`src/rtl/rv32i_rf_pkg.sv`:
```
// Shared sizing helpers, register-address type and x0 constant for the RV32I register file.
package rv32i_rf_pkg;

  // Address width for a register count (at least one bit).
  function automatic int unsigned calc_aw(input int unsigned n);
    return (n > 1) ? $clog2(n) : 1;
  endfunction

  // Width needed to count 0..n inclusive.
  function automatic int unsigned calc_cw(input int unsigned n);
    return $clog2(n + 1);
  endfunction

  localparam int unsigned RV_NUM_REGS = 32;

  typedef logic [calc_aw(RV_NUM_REGS)-1:0] reg_addr_t;

  localparam reg_addr_t X0 = '0;

endpackage

```
`src/rtl/rv32i_rf_scoreboard.sv`:
```
// Write-back scoreboard: one pending bit per architectural register plus a registered
// population count. Update order per edge is flush, then completing writes, then reservation.
module rv32i_rf_scoreboard
  import rv32i_rf_pkg::*;
#(
  parameter int unsigned NUM_REGS     = 32,
  parameter int unsigned NUM_WR_PORTS = 1,
  localparam int unsigned AW          = calc_aw(NUM_REGS),
  localparam int unsigned CW          = calc_cw(NUM_REGS)
) (
  input  logic                             clk,
  input  logic                             rst,
  input  logic [NUM_WR_PORTS-1:0]          wr_en_i,
  input  logic [NUM_WR_PORTS-1:0][AW-1:0]  wr_addr_i,
  input  logic                             rsv_en_i,
  input  logic [AW-1:0]                    rsv_addr_i,
  input  logic                             flush_i,
  output logic [NUM_REGS-1:0]              pending_o,
  output logic [CW-1:0]                    pending_cnt_o
);

  logic [NUM_REGS-1:0] pending_q, pending_d;
  logic [CW-1:0]       cnt_q, cnt_d;

  // Next pending vector; later steps override earlier ones so a new reservation
  // supersedes a completing write to the same register.
  always_comb begin
    pending_d = pending_q;
    if (flush_i) begin
      pending_d = '0;
    end
    for (int unsigned w = 0; w < NUM_WR_PORTS; w++) begin
      if (wr_en_i[w] && (wr_addr_i[w] != AW'(X0))) begin
        pending_d[wr_addr_i[w]] = 1'b0;
      end
    end
    if (rsv_en_i && (rsv_addr_i != AW'(X0))) begin
      pending_d[rsv_addr_i] = 1'b1;
    end
    pending_d[0] = 1'b0;
  end

  // Population count of the next vector so the count tracks the bits on the same edge.
  always_comb begin
    cnt_d = '0;
    for (int unsigned i = 1; i < NUM_REGS; i++) begin
      cnt_d = cnt_d + CW'(pending_d[i]);
    end
  end

  // Pending bits and count registers.
  always_ff @(posedge clk or posedge rst) begin
    if (rst) begin
      pending_q <= '0;
      cnt_q     <= '0;
    end else begin
      pending_q <= pending_d;
      cnt_q     <= cnt_d;
    end
  end

  assign pending_o     = pending_q;
  assign pending_cnt_o = cnt_q;

endmodule

```
`src/rtl/rv32i_regfile_sb.sv`:
```
// Multi-port RV32I integer register file with asynchronous reads, optional write-to-read
// bypass, synchronous writes (highest port wins) and an integrated write-back scoreboard.
module rv32i_regfile_sb
  import rv32i_rf_pkg::*;
#(
  parameter int unsigned NUM_REGS     = 32,
  parameter int unsigned DATA_WIDTH   = 32,
  parameter int unsigned NUM_RD_PORTS = 2,
  parameter int unsigned NUM_WR_PORTS = 1,
  parameter bit          BYPASS       = 1'b1,
  localparam int unsigned AW          = calc_aw(NUM_REGS),
  localparam int unsigned CW          = calc_cw(NUM_REGS)
) (
  input  logic                                     clk,
  input  logic                                     rst,
  input  logic [NUM_RD_PORTS-1:0][AW-1:0]          rd_addr,
  output logic [NUM_RD_PORTS-1:0][DATA_WIDTH-1:0]  rd_data,
  output logic [NUM_RD_PORTS-1:0]                  rd_busy,
  input  logic [NUM_WR_PORTS-1:0]                  wr_en,
  input  logic [NUM_WR_PORTS-1:0][AW-1:0]          wr_addr,
  input  logic [NUM_WR_PORTS-1:0][DATA_WIDTH-1:0]  wr_data,
  input  logic                                     rsv_en,
  input  logic [AW-1:0]                            rsv_addr,
  input  logic                                     flush,
  output logic [CW-1:0]                            pending_cnt
);

  logic [DATA_WIDTH-1:0]                   regs_q [NUM_REGS];
  logic [DATA_WIDTH-1:0]                   regs_d [NUM_REGS];
  logic [NUM_WR_PORTS-1:0]                 wr_act;
  logic [NUM_WR_PORTS-1:0][NUM_REGS-1:0]   wr_hit;
  logic [NUM_REGS-1:0]                     pending;

  // Write-port decode: one-hot target per port, x0 writes never hit.
  for (genvar w = 0; w < NUM_WR_PORTS; w++) begin : g_wr
    assign wr_act[w] = wr_en[w] && (wr_addr[w] != AW'(X0));
    assign wr_hit[w] = wr_act[w] ? (NUM_REGS'(1) << wr_addr[w]) : '0;
  end

  // Next storage contents; higher-index ports are applied last and therefore win.
  always_comb begin
    for (int unsigned i = 0; i < NUM_REGS; i++) begin
      regs_d[i] = regs_q[i];
    end
    for (int unsigned i = 1; i < NUM_REGS; i++) begin
      for (int unsigned w = 0; w < NUM_WR_PORTS; w++) begin
        if (wr_hit[w][i]) begin
          regs_d[i] = wr_data[w];
        end
      end
    end
    regs_d[0] = '0;
  end

  // Register storage.
  always_ff @(posedge clk or posedge rst) begin
    if (rst) begin
      for (int unsigned i = 0; i < NUM_REGS; i++) begin
        regs_q[i] <= '0;
      end
    end else begin
      for (int unsigned i = 0; i < NUM_REGS; i++) begin
        regs_q[i] <= regs_d[i];
      end
    end
  end

  rv32i_rf_scoreboard #(
    .NUM_REGS     (NUM_REGS),
    .NUM_WR_PORTS (NUM_WR_PORTS)
  ) u_sb (
    .clk           (clk),
    .rst           (rst),
    .wr_en_i       (wr_en),
    .wr_addr_i     (wr_addr),
    .rsv_en_i      (rsv_en),
    .rsv_addr_i    (rsv_addr),
    .flush_i       (flush),
    .pending_o     (pending),
    .pending_cnt_o (pending_cnt)
  );

  for (genvar p = 0; p < NUM_RD_PORTS; p++) begin : g_rd
    logic [DATA_WIDTH-1:0] rd_val;
    logic                  rd_bsy;

    // Read mux: stored value, overridden by an in-flight write (highest port wins), x0 forced to 0.
    always_comb begin
      rd_val = regs_q[rd_addr[p]];
      rd_bsy = pending[rd_addr[p]];
      if (BYPASS) begin
        for (int unsigned w = 0; w < NUM_WR_PORTS; w++) begin
          if (wr_act[w] && (wr_addr[w] == rd_addr[p])) begin
            rd_val = wr_data[w];
            rd_bsy = 1'b0;
          end
        end
      end
      if (rd_addr[p] == AW'(X0)) begin
        rd_val = '0;
        rd_bsy = 1'b0;
      end
    end

    assign rd_data[p] = rd_val;
    assign rd_busy[p] = rd_bsy;
  end

endmodule

```
`config.mk`:
```
export PLATFORM = sky130hd
export DESIGN_NAME = rv32i_regfile_sb
export DESIGN_NICKNAME = d
export VERILOG_FILES = /design/src/rtl/rv32i_rf_pkg.sv /design/src/rtl/rv32i_rf_scoreboard.sv /design/src/rtl/rv32i_regfile_sb.sv
export SDC_FILE = /design/constraint.sdc
export NUM_CORES = 2
export LEC_CHECK = 0
export CORE_AREA = 2 2 380 382
export CTS_BUF_LIST = sky130_fd_sc_hd__clkbuf_4 sky130_fd_sc_hd__clkbuf_8 sky130_fd_sc_hd__clkbuf_16
export DETAILED_ROUTE_END_ITERATION = 16
export DIE_AREA = 0 0 382 384
export DONT_BUFFER_PORTS = 1
export REMOVE_ABC_BUFFERS = 1
export SLEW_MARGIN = 5
export SYNTH_ARGS = -nofsm -noshare
export SYNTH_HDL_FRONTEND = slang
export SYNTH_SLANG_ARGS = --single-unit
```
`constraint.sdc`:
```
create_clock -name clk -period 103.6 [get_ports clk]
set_input_delay 20.72 -clock clk [delete_from_list [all_inputs] [get_ports clk]]
set_output_delay 20.72 -clock clk [all_outputs]
set_load 0.01 [all_outputs]
```
# --- After elaboration in Yosys (flattened, before gate mapping) ---
# Index checks and enable logic that the tools add are counted.
totals:
  out_inout_bits: 72
  in_bits: 57
  regBits: 1029
  word_cells: 115
classes:
  n_addsub: 30
  n_mux: 26
  order_cmp: 8
  eq_ne: 2
  shift: 1
  bitwise: 5
  reduce_logical: 10
op_table:
  columns: ["cell", "count"]
  rows:
  - ["$mux W32", 12]
  - ["$bmux W32 S5", 2]
  - ["$add A6 B1 Y6", 29]
  - ["$and A32 B32 Y32", 1]
  - ["$not A32 Y32", 1]
  - ["$or A32 B32 Y32", 1]
  - ["$shl A1 B5 Y32 const A", 1]
  - ["$lt A5 B6 Y1 const B", 4]
  - ["$ge A6 B6 Y1 const B", 2]
  - ["$not A5 Y6", 2]
  - ["$bmux W1 S5", 2]
  - ["$demux W1 S5", 2]
  - ["$eq A5 B5 Y1", 2]
  - ["$ge A5 B1 Y1 const B", 2]
  - ["$logic_not A5 Y1", 2]
  - ["$reduce_bool A5 Y1", 2]
  - ["$mux W1", 8]
  - ["$logic_and A1 B1 Y1", 6]
  - ["$add A1 B1 Y2", 1]

# --- Depth between registers and ports, before layout ---
logic_depth:
  word_depth: 39
  ltp_mapped: 27
  depth_no_buf: 23

# --- Hierarchy ---
# Synthesis repeated with hierarchy kept, for this count alone.
unflattened:
  hier_cells: 4038
  area_unflattened_um2: 56918.3
by_module_without_submodules:
  columns: ["mod", "seq_area_each_um2", "instances", "cells_per_inst", "area_per_inst_um2"]
  rows:
  - ["rv32i_regfile_sb", 24823.8, 1, 3790, 54382.2]
  - ["rv32i_rf_scoreboard", 925.9, 1, 248, 2536.2]

# --- Least setup slack after synthesis ---
# Ideal clock, no wire load.
synth_timing:
  kind: "input port to output port"
  start: "in rd_addr[0] (netlist name)"
  end: "out rd_busy[0]"
  n_path_buf: 4
  path_slack_ps: 60368
  required_time_ps: 82880
  stages: 7
  arrival_ps: 22512
  path_cell_list: "buf_2 > buf_4 > buf_2 > mux4_2 > mux4_2 > a32o_1 > buf_4"
synth_via:
  elab_chain_len: 4
  word_cells_on_any_way: 7
  cone_classes: "eq/ne (1); mux (4); reduce/logical (2)"
synth_rtl:
  columns: ["item", "line", "rtl"]
  rows:
  - ["from (decl)", "rv32i_regfile_sb.sv:16", "input logic [NUM_RD_PORTS-1:0][AW-1:0] rd_addr,"]
  - ["$bmux W1 S5 / $eq A5 B5 Y1 (equally long branches)", "rv32i_regfile_sb.sv:90, rv32i_regfile_sb.sv:93", null]
  - ["$mux W1 (not written as such) / $logic_and A1 B1 Y1 (equally long branches)", "rv32i_regfile_sb.sv:90, rv32i_regfile_sb.sv:93", null]
  - ["$mux W1", "rv32i_regfile_sb.sv:93", "if (wr_act[w] && (wr_addr[w] == rd_addr[p])) begin"]
  - ["$mux W1 (*)", "rv32i_regfile_sb.sv:99", "if (rd_addr[p] == AW'(X0)) begin"]
  - ["to (decl)", "rv32i_regfile_sb.sv:18", "output logic [NUM_RD_PORTS-1:0] rd_busy,"]
# Every way passes the cells marked *; elsewhere a longest branch is shown, timed or not. The select of a mux whose other input is x is not followed.

==> out/qor.yml <==
outcome:
  status: "complete, no violations"
worst_setup_path:
  worst-path-max-fanout: 214
  end_kind: "output pin"
  ff2ff_setup_slack_ps: 98310
  start_kind: "primary input"
  cp.required_ps: 82880
  r2r-start: "u_sb.pending_o[15]$_DFF_PP0_"
  critPathLaunch: "rd_addr[1]"
  critPathKind: "in -> out"
  crit_arrival_ps: 24090
final_layout:
  fin_nets: 3874
  area_growth_pct: 9.11
  fin_area_sq_um: 62000
  drive_gt1_frac: 0.420
  antenna_cells: 0
drt:
  vias: 36500
  wire_per_inst_um: 30.7
  viasPerCell: 6.32
  drc_errors: 0
  routed_wl_mm: 177
  drtIter0Drc: 3222
  drtPass1Iterations: 6
  drtAntennaViolNets: 0
yosys:
  synth.most_common_cell: "dfrtp_1"
  mappedNetlistArea_sq_um: 56800
  synth.ff_latch_count: 1029
  yosysTopAreaCellShare: 0.453
  ys.warnings.count: 0
  synth_edf_count: 0
  synthTopCellsByArea: "dfrtp_1 45%, mux2_2 18%, mux4_2 15%"
  synth_top_cell_by_area: "dfrtp_1"
  yosys-top-cells-count: "1,029 x dfrtp_1, 933 x mux2_2, 371 x mux4_2, 250 x mux2i_1, 195 x clkbuf_1"
  ys_seq_area_frac: 0.453
  async_flop_share: 1.00
  synthFlopType: "dfrtp_1"
  netlist_instances: 4033
  ys_types: 62
  syn_area_per_cell_sq_um: 14.1
grt:
  grt_max_degree: 264
  overflow: 0
  groute.usage.overall: 0.242
  grt_pass1_vias: 37400
  grt_pass1_wl_mm: 264
  antenna_found_initial: 0
placed_design:
  io_buffers: 0
  place_hpwl_mm: 90.1
  gp_congestion: 0.770
  dpl_cell_area_sq_um: 58000
sta:
  finalMaxSlewViolations: 0
  skew_ps: 5.05
  clock.fmax_ghz: 0.0223
  hold_viol: 0
  worstMarginPinSlew_ps: 1340
  period_needed_ps: 44810
  rsz0062_at_grt: "false"
  final.setup.tns_ps: 0
  period_share: 0.433
  setup_viol: 0
  slew_headroom: 0.101
die:
  start_util: 0.398
  die_area_sq_um: 147000
  io_pins: 129
  row_count: 139
  die_h_um: 384
  die_w_um: 382
  core_sq_um: 143000
clocking:
  cts_buffers: 112
  clk_latency_ps: 720
  clock-root-buffer: "clkbuf_16"
  cts_tree: "done"
  post_cts_buffers: 0
  cts_resized: 0
  cts.path.max_buffers: 3
  cts_hold_buf: 0
  clkTransAtPathRegs_ps: 60
  clkSinkCount: 1029
  htreeDepth: 3
power_and_ir_drop:
  power_density_nw_per_um2: 19.0
  finalPower_mw: 1.18
  peakVddDrop_mv: 0.0133
  p_leak_nw: 27.1
hold_path:
  hp-class: "reg -> reg"
  hold_path_startpoint: "regs_q[832]$_DFFE_PP0P_"
job:
  max_cap_violations: 0
metrics by stage:
stage	setup slack, ps	utilization	hold WS, ps	std cells
after floorplan	53920	-	474	3607
after global placement	58910	0.406	487	5574
after detailed placement	58910	0.406	496	5574
after CTS	58890	0.434	510	5779
after global routing	58730	0.434	527	5779
final	58790	0.434	509	5779
cells in the final DEF, fill, tap and decap left out, types with 12 or more instances in the layout:
cell and instances:
a21oi_1 27, a221o_1 26, a221oi_1 45, a22oi_1 58, buf_4 62, bufinv_16 12
clkbuf_16 114, clkbuf_4 14, clkbuf_8 35, clkinv_2 21, dfrtp_1 1029, fa_1 23
inv_1 52, mux2_1 167, mux2_2 933, mux2i_1 250, mux4_2 371, nand2_1 152
nand3_1 49, nor2_1 52, nor2_4 12, nor2b_1 15, o2111ai_1 17, o21ai_0 21
o22ai_1 58, o311a_1 21
flip-flops by register name, indices dropped and copies added (netlist names):
register / cells
u_sb.pending_o: 31
u_sb.pending_cnt_o: 6
regs_q: 992
cells by family after synthesis:
kind of cell / after synthesis / share of synthesized area
adder cells (fa/ha/maj): 32 / 0.0101
buffers and inverters: 481 / 0.0383
multiplexers: 1732 / 0.414
XOR/XNOR: 13 / 0.00200
flip-flops: 1029 / 0.453
AND/OR/NAND/NOR: 342 / 0.0269
AO/OA/AOI/OAI: 404 / 0.0553
path summary, 6_finish.rpt:
kind | endpoint | cells after the start
max | rd_data[26] | 6
min | regs_q[832]$_DFFE_PP0P_ | 1
max reg2reg | u_sb.pending_cnt_o[4]$_DFF_PP0_ | 21
min reg2reg | regs_q[832]$_DFFE_PP0P_ | 1
max in group asynchronous | regs_q[139]$_DFFE_PP0P_ | 5
min in group asynchronous | regs_q[621]$_DFFE_PP0P_ | 1
worst max-delay path: stages:
cell and delay, ps:
nor2b_4 220, buf_4 670, nand2b_1 840, o221ai_1 420, a221oi_1 80, o31ai_1 880
power by group:
| group | total [mW] | leakage, nW | internal (mW) | switching, mW |
|---|---|---|---|---|
| Sequential | 0.533 | 13.2 | 0.478 | 0.0549 |
| Clock | 0.432 | 2.00 | 0.259 | 0.173 |
| Combinational | 0.212 | 11.9 | 0.135 | 0.0772 |
layer usage:
layer | GRT usage | share of wire | vias to the layer above
met2 | 0.375 | 0.46 | 1205
met1 | 0.341 | 0.44 | 20000
li1 | - | - | 15000
met5 | 0 | 0 | -
met4 | 0.0725 | 0.031 | 0
met3 | 0.0549 | 0.072 | 315
area by class of cell:
class	instances	area, sq um
multi-input cells	2523	29200
clock inverters	42	557
flip-flops and latches	1029	25700
clock buffers	163	3440
repair buffers	64	490
fillers	12900	80800
inverters	55	214
well taps	1903	2380
Note: power is estimated with default switching activity, not from simulation.
